`src/rtl/poly_pkg.sv`:
```
// poly_pkg: shared types and limits for the Horner polynomial evaluator.
// Holds the FSM state enum, the maximum degree and the step-counter width.
package poly_pkg;

  localparam int MAX_DEGREE = 15;
  localparam int KW = $clog2(MAX_DEGREE + 1);

  typedef enum logic [1:0] {
    IDLE,
    MUL,
    ADD,
    DONE
  } state_e;

endpackage

```
`src/rtl/poly_ctrl.sv`:
```
// poly_ctrl: sequencer for horner_poly_eval (FSM, step counter k, BUSY/FINISHED).
// Ports: clk_i, rst_ni, start_i in; accept/mul/add/last strobes, k_o, busy_o, fin_o out.
module poly_ctrl
  import poly_pkg::*;
#(
  parameter int DEGREE = 2
) (
  input  logic          clk_i,
  input  logic          rst_ni,
  input  logic          start_i,
  output logic          accept_o,
  output logic          mul_o,
  output logic          add_o,
  output logic          last_o,
  output logic [KW-1:0] k_o,
  output logic          busy_o,
  output logic          fin_o
);

  state_e        state_q, state_d;
  logic [KW-1:0] k_q, k_d;
  logic          busy_q, busy_d;
  logic          fin_q, fin_d;

  always_comb begin
    state_d  = state_q;
    k_d      = k_q;
    accept_o = 1'b0;
    mul_o    = 1'b0;
    add_o    = 1'b0;
    last_o   = 1'b0;
    unique case (state_q)
      IDLE: begin
        if (start_i) begin
          accept_o = 1'b1;
          k_d      = KW'(DEGREE - 1);
          state_d  = MUL;
        end
      end
      MUL: begin
        mul_o   = 1'b1;
        state_d = ADD;
      end
      ADD: begin
        add_o = 1'b1;
        if (k_q == '0) begin
          last_o  = 1'b1;
          state_d = DONE;
        end else begin
          k_d     = k_q - KW'(1);
          state_d = MUL;
        end
      end
      DONE: state_d = IDLE;
      default: state_d = IDLE;
    endcase
    // Flags follow the next state so they leave as registers.
    busy_d = (state_d != IDLE);
    fin_d  = (state_d == DONE);
  end

  always_ff @(posedge clk_i or negedge rst_ni) begin
    if (!rst_ni) begin
      state_q <= IDLE;
      k_q     <= '0;
      busy_q  <= 1'b0;
      fin_q   <= 1'b0;
    end else begin
      state_q <= state_d;
      k_q     <= k_d;
      busy_q  <= busy_d;
      fin_q   <= fin_d;
    end
  end

  assign k_o    = k_q;
  assign busy_o = busy_q;
  assign fin_o  = fin_q;

endmodule

```
`src/rtl/horner_poly_eval.sv`:
```
// horner_poly_eval: signed polynomial evaluator, one multiply or add per clock.
// Ports: clk, RST_n, START, X, COEF in; BUSY, FINISHED, Resultado, Overflow out.
module horner_poly_eval
  import poly_pkg::*;
#(
  parameter int DEGREE = 2,
  parameter int XW     = 8,
  parameter int DW     = 16
) (
  input  logic                       clk,
  input  logic                       RST_n,
  input  logic                       START,
  input  logic signed [XW-1:0]       X,
  input  logic [(DEGREE+1)*DW-1:0]   COEF,
  output logic                       BUSY,
  output logic                       FINISHED,
  output logic signed [DW-1:0]       Resultado,
  output logic                       Overflow
);

  if (DEGREE < 1 || DEGREE > MAX_DEGREE) begin : g_bad_degree
    $error("horner_poly_eval: DEGREE out of range");
  end

  localparam int PW = DW + XW;
  localparam int CW = (DEGREE + 1) * DW;

  logic          accept, do_mul, do_add, last;
  logic [KW-1:0] k;

  poly_ctrl #(
    .DEGREE(DEGREE)
  ) u_ctrl (
    .clk_i   (clk),
    .rst_ni  (RST_n),
    .start_i (START),
    .accept_o(accept),
    .mul_o   (do_mul),
    .add_o   (do_add),
    .last_o  (last),
    .k_o     (k),
    .busy_o  (BUSY),
    .fin_o   (FINISHED)
  );

  logic signed [XW-1:0] x_q, x_d;
  logic [CW-1:0]        coef_q, coef_d;
  logic signed [DW-1:0] acc_q, acc_d;
  logic                 ovf_q, ovf_d;
  logic signed [DW-1:0] res_q, res_d;
  logic                 ovo_q, ovo_d;

  // Pad the coefficient table to a power of two so k indexes it exactly.
  logic [DW-1:0] coef_a [MAX_DEGREE+1];
  for (genvar g = 0; g <= MAX_DEGREE; g++) begin : g_coef
    if (g <= DEGREE) begin : g_on
      assign coef_a[g] = coef_q[g*DW +: DW];
    end else begin : g_off
      assign coef_a[g] = '0;
    end
  end

  logic signed [DW-1:0] ak;
  logic signed [PW-1:0] p;
  logic signed [DW:0]   s;
  logic                 mul_ovf, add_ovf;

  assign ak = coef_a[k];
  assign p  = PW'(acc_q) * PW'(x_q);
  assign s  = (DW+1)'(acc_q) + (DW+1)'(ak);
  // Product fits only if its top XW+1 bits are all copies of the sign.
  assign mul_ovf = (p != {{XW{p[DW-1]}}, p[DW-1:0]});
  assign add_ovf = s[DW] ^ s[DW-1];

  always_comb begin
    x_d    = x_q;
    coef_d = coef_q;
    acc_d  = acc_q;
    ovf_d  = ovf_q;
    res_d  = res_q;
    ovo_d  = ovo_q;
    unique case (1'b1)
      accept: begin
        x_d    = X;
        coef_d = COEF;
        acc_d  = COEF[DEGREE*DW +: DW];
        ovf_d  = 1'b0;
      end
      do_mul: begin
        acc_d = p[DW-1:0];
        ovf_d = ovf_q | mul_ovf;
      end
      do_add: begin
        acc_d = s[DW-1:0];
        ovf_d = ovf_q | add_ovf;
        if (last) begin
          res_d = s[DW-1:0];
          ovo_d = ovf_q | add_ovf;
        end
      end
      default: ;
    endcase
  end

  always_ff @(posedge clk or negedge RST_n) begin
    if (!RST_n) begin
      x_q    <= '0;
      coef_q <= '0;
      acc_q  <= '0;
      ovf_q  <= 1'b0;
      res_q  <= '0;
      ovo_q  <= 1'b0;
    end else begin
      x_q    <= x_d;
      coef_q <= coef_d;
      acc_q  <= acc_d;
      ovf_q  <= ovf_d;
      res_q  <= res_d;
      ovo_q  <= ovo_d;
    end
  end

  assign Resultado = res_q;
  assign Overflow  = ovo_q;

endmodule

```
`config.mk`:
```
export PLATFORM = sky130hd
export DESIGN_NAME = horner_poly_eval
export DESIGN_NICKNAME = d
export VERILOG_FILES = /design/src/rtl/poly_pkg.sv /design/src/rtl/poly_ctrl.sv /design/src/rtl/horner_poly_eval.sv
export SDC_FILE = /design/constraint.sdc
export NUM_CORES = 1
export LEC_CHECK = 0
export BUFFER_PORTS_ARGS = -buffer_cell sky130_fd_sc_hd__buf_2
export CELL_PAD_IN_SITES_DETAIL_PLACEMENT = 0
export CELL_PAD_IN_SITES_GLOBAL_PLACEMENT = 2
export CORE_MARGIN = 2
export CORE_UTILIZATION = 40
export DETAILED_ROUTE_END_ITERATION = 8
export PLACE_DENSITY = 0.88
export SLEW_MARGIN = 20
export SYNTH_ARGS = -nofsm -noshare
export SYNTH_HDL_FRONTEND = slang
export SYNTH_HIERARCHICAL = 1
export SYNTH_SLANG_ARGS = --single-unit
```
`constraint.sdc`:
```
create_clock -name clk -period 6.05 [get_ports clk]
set_input_delay 0.3025 -clock clk [delete_from_list [all_inputs] [get_ports clk]]
set_output_delay 0.3025 -clock clk [all_outputs]
set_load 0.05 [all_outputs]
```
Word level (Yosys, flattened, before mapping)
Cells that the tools add are included.
{"block": "op_classes", "n_addsub": 2, "n_mul": 1, "magnitude_cmp": 1, "eq_ne": 7, "mux": 17, "bitwise_logic": 4, "n_reduce_logical": 7}
{"cell": "16-bit binary-select mux with 4-bit select", "n": 1}
{"cell": "16-bit case mux with 3 select lines", "n": 1}
{"cell": "16-bit two-way mux", "n": 2}
{"cell": "16-bit by 8-bit multiplier with 24-bit output", "n": 1}
{"cell": "16-bit by 16-bit adder with 17-bit output", "n": 1}
{"cell": "4-bit two-way mux", "n": 2}
{"cell": "8-bit inequality test", "n": 1}
{"cell": "2-bit case mux with 4 select lines", "n": 1}
{"cell": "4-bit case mux with 2 select lines", "n": 1}
{"cell": "2-bit equality test, second input constant", "n": 3}
{"cell": "1-bit two-way mux", "n": 6}
{"cell": "5-bit greater-or-equal comparator, second input constant", "n": 1}
{"cell": "4-bit inverter with 5-bit output", "n": 1}
{"cell": "4-bit logical NOT", "n": 1}
{"cell": "2-bit two-way mux", "n": 2}
{"cell": "2-bit inequality test, second input constant", "n": 2}
{"cell": "2-bit nonzero test", "n": 2}
{"cell": "4-bit by 1-bit subtractor with 4-bit output, second input constant", "n": 1}
{"cell": "1-bit case mux with 3 select lines", "n": 1}
{"cell": "3-bit AND reduction", "n": 1}
{"cell": "3-bit nonzero test", "n": 1}
{"cell": "2-bit by 1-bit equality test with 1-bit output, second input constant", "n": 1}
{"cell": "2-bit logical NOT", "n": 1}
{"cell": "1-bit OR", "n": 2}
{"cell": "2 further kinds", "n": 2}
{"block": "totals", "ff_bits": 98, "input_bits": 59, "out_inout_bits": 19}

Logic depth before layout (Yosys ltp)
{"block": "depth", "ltp_word": 8, "mapped_depth": 20}

Hierarchy
The synthesis kept the hierarchy.
{"module": "horner_poly_eval", "n_inst": 1, "cells_each": 965, "area_per_inst_um2": 9255.1, "seq_area_each_um2": 2252.2}
{"module": "poly_ctrl", "n_inst": 1, "cells_each": 38, "area_per_inst_um2": 386.6, "seq_area_each_um2": 200.2}

Worst setup path before layout
Ideal clock, no wire load.
{"block": "synth_path", "path_type": "register to register", "startpoint": "reg x_q[3]", "endpoint": "reg ovf_q", "setup_ns": 0.130, "arrival_ns": 5.275, "slack_ns": 0.644, "path_stages_with_launch": 19, "n_path_buf": 1, "period_less_slack_ns": 5.406, "cell_sequence": "dfrtp_1 > clkbuf_1 > and2_1 > fa_1 > fa_1 > fa_1 > inv_1 > fa_1 > inv_1 > ha_1 > a21o_1 > a211oi_2 > nand4_1 > a311oi_2 > o21ai_1 > a211o_1 > or4_4 > a2111oi_2 > o32ai_1"}
{"block": "synth_via", "elab_chain_cells": 4}
{"item": "start, declared", "line_no": "horner_poly_eval.sv:46", "source": "logic signed [XW-1:0] x_q, x_d;"}
{"item": "start signal, assigned", "line_no": "horner_poly_eval.sv:107", "source": "x_q <= '0;"}
{"item": "start signal, assigned", "line_no": "horner_poly_eval.sv:114", "source": "x_q <= x_d;"}
{"item": "16-bit by 8-bit multiplier with 24-bit output", "line_no": "horner_poly_eval.sv:69", "source": "assign p = PW'(acc_q) * PW'(x_q);"}
{"item": "8-bit inequality test", "line_no": "horner_poly_eval.sv:72", "source": "assign mul_ovf = (p != {{XW{p[DW-1]}}, p[DW-1:0]});"}
{"item": "1-bit OR", "line_no": "horner_poly_eval.sv:91", "source": "ovf_d = ovf_q | mul_ovf;"}
{"item": "1-bit case mux with 3 select lines", "line_no": "horner_poly_eval.sv:82", "source": "unique case (1'b1)"}
{"item": "end signal, assigned", "line_no": "horner_poly_eval.sv:117", "source": "ovf_q <= ovf_d;"}
{"item": "end, declared", "line_no": "horner_poly_eval.sv:49", "source": "logic ovf_q, ovf_d;"}
Every way passes these cells.
A chain may end at the register's enable or synchronous reset.

Worst setup path after layout
{"block": "layout_path", "startpoint": "reg x_q[1]", "endpoint": "reg ovf_q"}
Same word-level chain as after synthesis.

==> results_dict.tcl <==
set metrics [dict create \
    status "finished with violations" \
    violations "hold timing" \
    netlist_instances 1003 \
    critical_path_class "flop to flop" \
    vias_per_cell 5.03 \
    routedWlPerCell_um 16.6 \
    cts_setup_buffers 0 \
    hpwl_um 18500 \
    synth_seq_area_share_pct 25.4 \
    setup_tns_ns 0 \
    async_flop_share_pct 100 \
    synthDominantCellAreaShare_pct 25.4 \
    syn-mean-instance-area_um2 9.61 \
    setup_violations 0 \
    n_antenna_cell 0 \
    fp.coreArea_um2 23500 \
    syn_nets 1229 \
    syn_to_final_growth_pct 11.3 \
    ys.flop_type "dfrtp_1" \
    drv_slew 0 \
    die_w_um 159 \
    r2r_slack_ns 0.39 \
    synth_enable_flop_cells 0 \
    grt_pass1_wl_um 39400 \
    synth_cell_type_count 52 \
    ant_nets 0 \
    r2r-start "x_q[1]" \
    globalplace.congestion 0.804 \
    clock_path_buffers 2 \
    synthTopCellsByArea "dfrtp_1, fa_1, ha_1" \
    ctsRootBufferMaster "clkbuf_16" \
    grt_start_max_net_pins 52 \
    drt_iter0_drc 301 \
    timing.rr.end "ovf_q" \
    numClockSinks 98 \
    post-route-min-period_ns 5.66 \
    synth_area_um2 9640 \
    max_freq_ghz 0.177 \
    cp-start-kind "flop" \
    cp.arrival_ns 5.89 \
    multi_input_area_um2 6460 \
    drc 0 \
    maxCapViolCount 0 \
    nets 1294 \
    fin_skew_ns 0.0102 \
    antenna_found_initial 0 \
    nFillCells 2355 \
    grt_usage_pct 19.2 \
    drt_wl_total_um 23000 \
    reg2reg_depth 19 \
    tightest_slew_ns 0.844 \
    rows 56 \
    clk_pin_slew_ns 0.08 \
    start_util_pct 41.0 \
    yosysTopAreaCell "dfrtp_1" \
    io_buffers 77 \
    dieArea_um2 25400 \
    ys_ff_latch 98 \
    relSlewSlack_pct 43.6 \
    whs_ns -0.0268 \
    hold_viol 37 \
    vias 6999 \
    end_kind "flop" \
    cts_tree "done" \
    worst-path-max-fanout 17 \
    cts_max_level 3 \
    startpoint "x_q[1]" \
    gr-total-overflow 0 \
    cp.required_ns 6.28 \
    worstSkewPairLatency_ns 0.35 \
    hold_path.class "primary input to async pin" \
    yosysWarnings 6 \
    grt_pass1_vias 7428 \
    tritoncts.num_buffers 9 \
    fin_crit_sh_pct 93.5 \
    dr.pass1.iters 5 \
    ioPinCount 78 \
    seq_area_um2 2460 \
    die_y_um 159 \
    drive_above_1_share_pct 17.3 \
    rsz0062_at_grt "no" \
]
layout make-up:
cell class	instances	share of cell area, %
tap	319	3.72
clock inverter	7	0.979
clock buffer	9	2.10
timing repair buffer	90	4.52
inverter	159	5.56
multi-input combinational	710	60.2
sequential	98	22.9
stage by stage:
step / cell area (um2) / worst slack, ns / util [%] / instances / hold slack (ns)
6_report: 10700 / 0.393 / 45.6 / 1392 / -0.0268
5_1_grt: 10700 / 0.00342 / 45.6 / 1392 / 0.0132
4_1_cts: 10700 / 0.223 / 45.6 / 1392 / 0.00153
3_5_place_dp: 10400 / 0.263 / 44.2 / 1376 / 0.384
3_3_place_gp: 10400 / 0.322 / 44.2 / 1376 / 0.385
2_1_floorplan: 9640 / 0.644 / - / 1003 / 0.00691
state kept, by name (all words and copies together), names as in the netlist:
signal and cells:
Overflow 1, Resultado 16, x_q 8, u_ctrl/k_o 4
u_ctrl/busy_o 1, acc_q 16, coef_q 48, u_ctrl/fin_o 1
u_ctrl/state_q 2, ovf_q 1
repair_timing:
| action | CTS | global route |
|---|---|---|
| hold buffers | 0 | 0 |
| resized for setup | 0 | 3 |
| setup endpoints to repair | 0 | 1 |
layer usage:
layer | vias up | part of all wire, % | GRT usage [%]
met5 | - | 0 | 0
met3 | 13 | 5.0 | 2.84
met4 | 0 | 1.1 | 3.88
met1 | 3455 | 47 | 27.3
met2 | 153 | 47 | 31.3
li1 | 3378 | - | -
how the worst max path moves through the flow:
stage                     slack [ns]     to  cells after the start
after floorplan                 0.64  ovf_q                     18
after global placement          0.32  ovf_q                     17
after detailed placement        0.26  ovf_q                     17
after CTS                       0.22  ovf_q                     17
after global routing           0.003  ovf_q                     19
final                           0.39  ovf_q                     19
placed cells by master, fill, tap and decap left out, types with 3 or more instances in the layout:
| cell | count |
|---|---|
| a221oi_1 | 9 |
| and3_1 | 3 |
| nand3_1 | 12 |
| a21o_1 | 12 |
| dfrtp_2 | 3 |
| o21bai_1 | 5 |
| nor3_1 | 6 |
| inv_1 | 158 |
| xor2_1 | 14 |
| o21a_1 | 5 |
| dfrtp_1 | 95 |
| o21ai_0 | 17 |
| nor2b_1 | 3 |
| nand4_1 | 3 |
| or2_2 | 4 |
| and2_1 | 77 |
| a211oi_1 | 3 |
| xnor2_1 | 23 |
| a21oi_1 | 56 |
| a31oi_1 | 3 |
| clkbuf_16 | 9 |
| a221o_1 | 6 |
| mux2i_1 | 22 |
| buf_2 | 76 |
| buf_4 | 14 |
| or3_1 | 4 |
| ha_1 | 63 |
| mux2_2 | 67 |
| nand2b_1 | 16 |
| o21ai_1 | 5 |
| fa_1 | 104 |
| nor2_1 | 69 |
| nand2_1 | 71 |
cell usage after synthesis (9+ instances only):
| cell type | instances |
|---|---|
| xor2_1 | 14 |
| nand2b_1 | 16 |
| ha_1 | 63 |
| a21o_1 | 12 |
| nor2_1 | 69 |
| and2_1 | 77 |
| mux2i_1 | 22 |
| inv_1 | 158 |
| a21oi_1 | 56 |
| mux2_2 | 67 |
| nand2_1 | 71 |
| fa_1 | 104 |
| clkbuf_1 | 33 |
| xnor2_1 | 23 |
| dfrtp_1 | 98 |
| nand3_1 | 12 |
| a221oi_1 | 9 |
| o21ai_0 | 17 |
logic make-up (layout without fill, tap and decap cells):
| family | after synthesis | count (layout) | share of synthesized area [%] |
|---|---|---|---|
| AOI/OAI and AO/OA | 138 | 138 | 9.33 |
| xor gates and xnor gates | 37 | 37 | 3.36 |
| adders and majority gates | 167 | 167 | 29.8 |
| buffers and inverters | 195 | 265 | 7.59 |
| DFF | 98 | 98 | 25.4 |
| muxes | 90 | 90 | 10.2 |
| and+or+nand+nor | 278 | 278 | 14.3 |
worst max-delay path: stages, from the launching register on:
cell,delay (ns)
dfrtp_1,0.61
and2_1,0.26
ha_1,0.27
inv_1,0.05
fa_1,0.49
inv_1,0.05
fa_1,0.55
inv_1,0.05
fa_1,0.48
inv_1,0.04
ha_1,0.33
a21o_1,0.21
a211oi_2,0.24
nand4_1,0.16
a311oi_2,0.40
o21ai_1,0.10
a211o_1,0.26
or4_4,0.51
a2111oi_2,0.36
o32ai_1,0.11
Power is not shown: default switching activity piles up to over one toggle a cycle in this logic, so the estimate is an artifact.
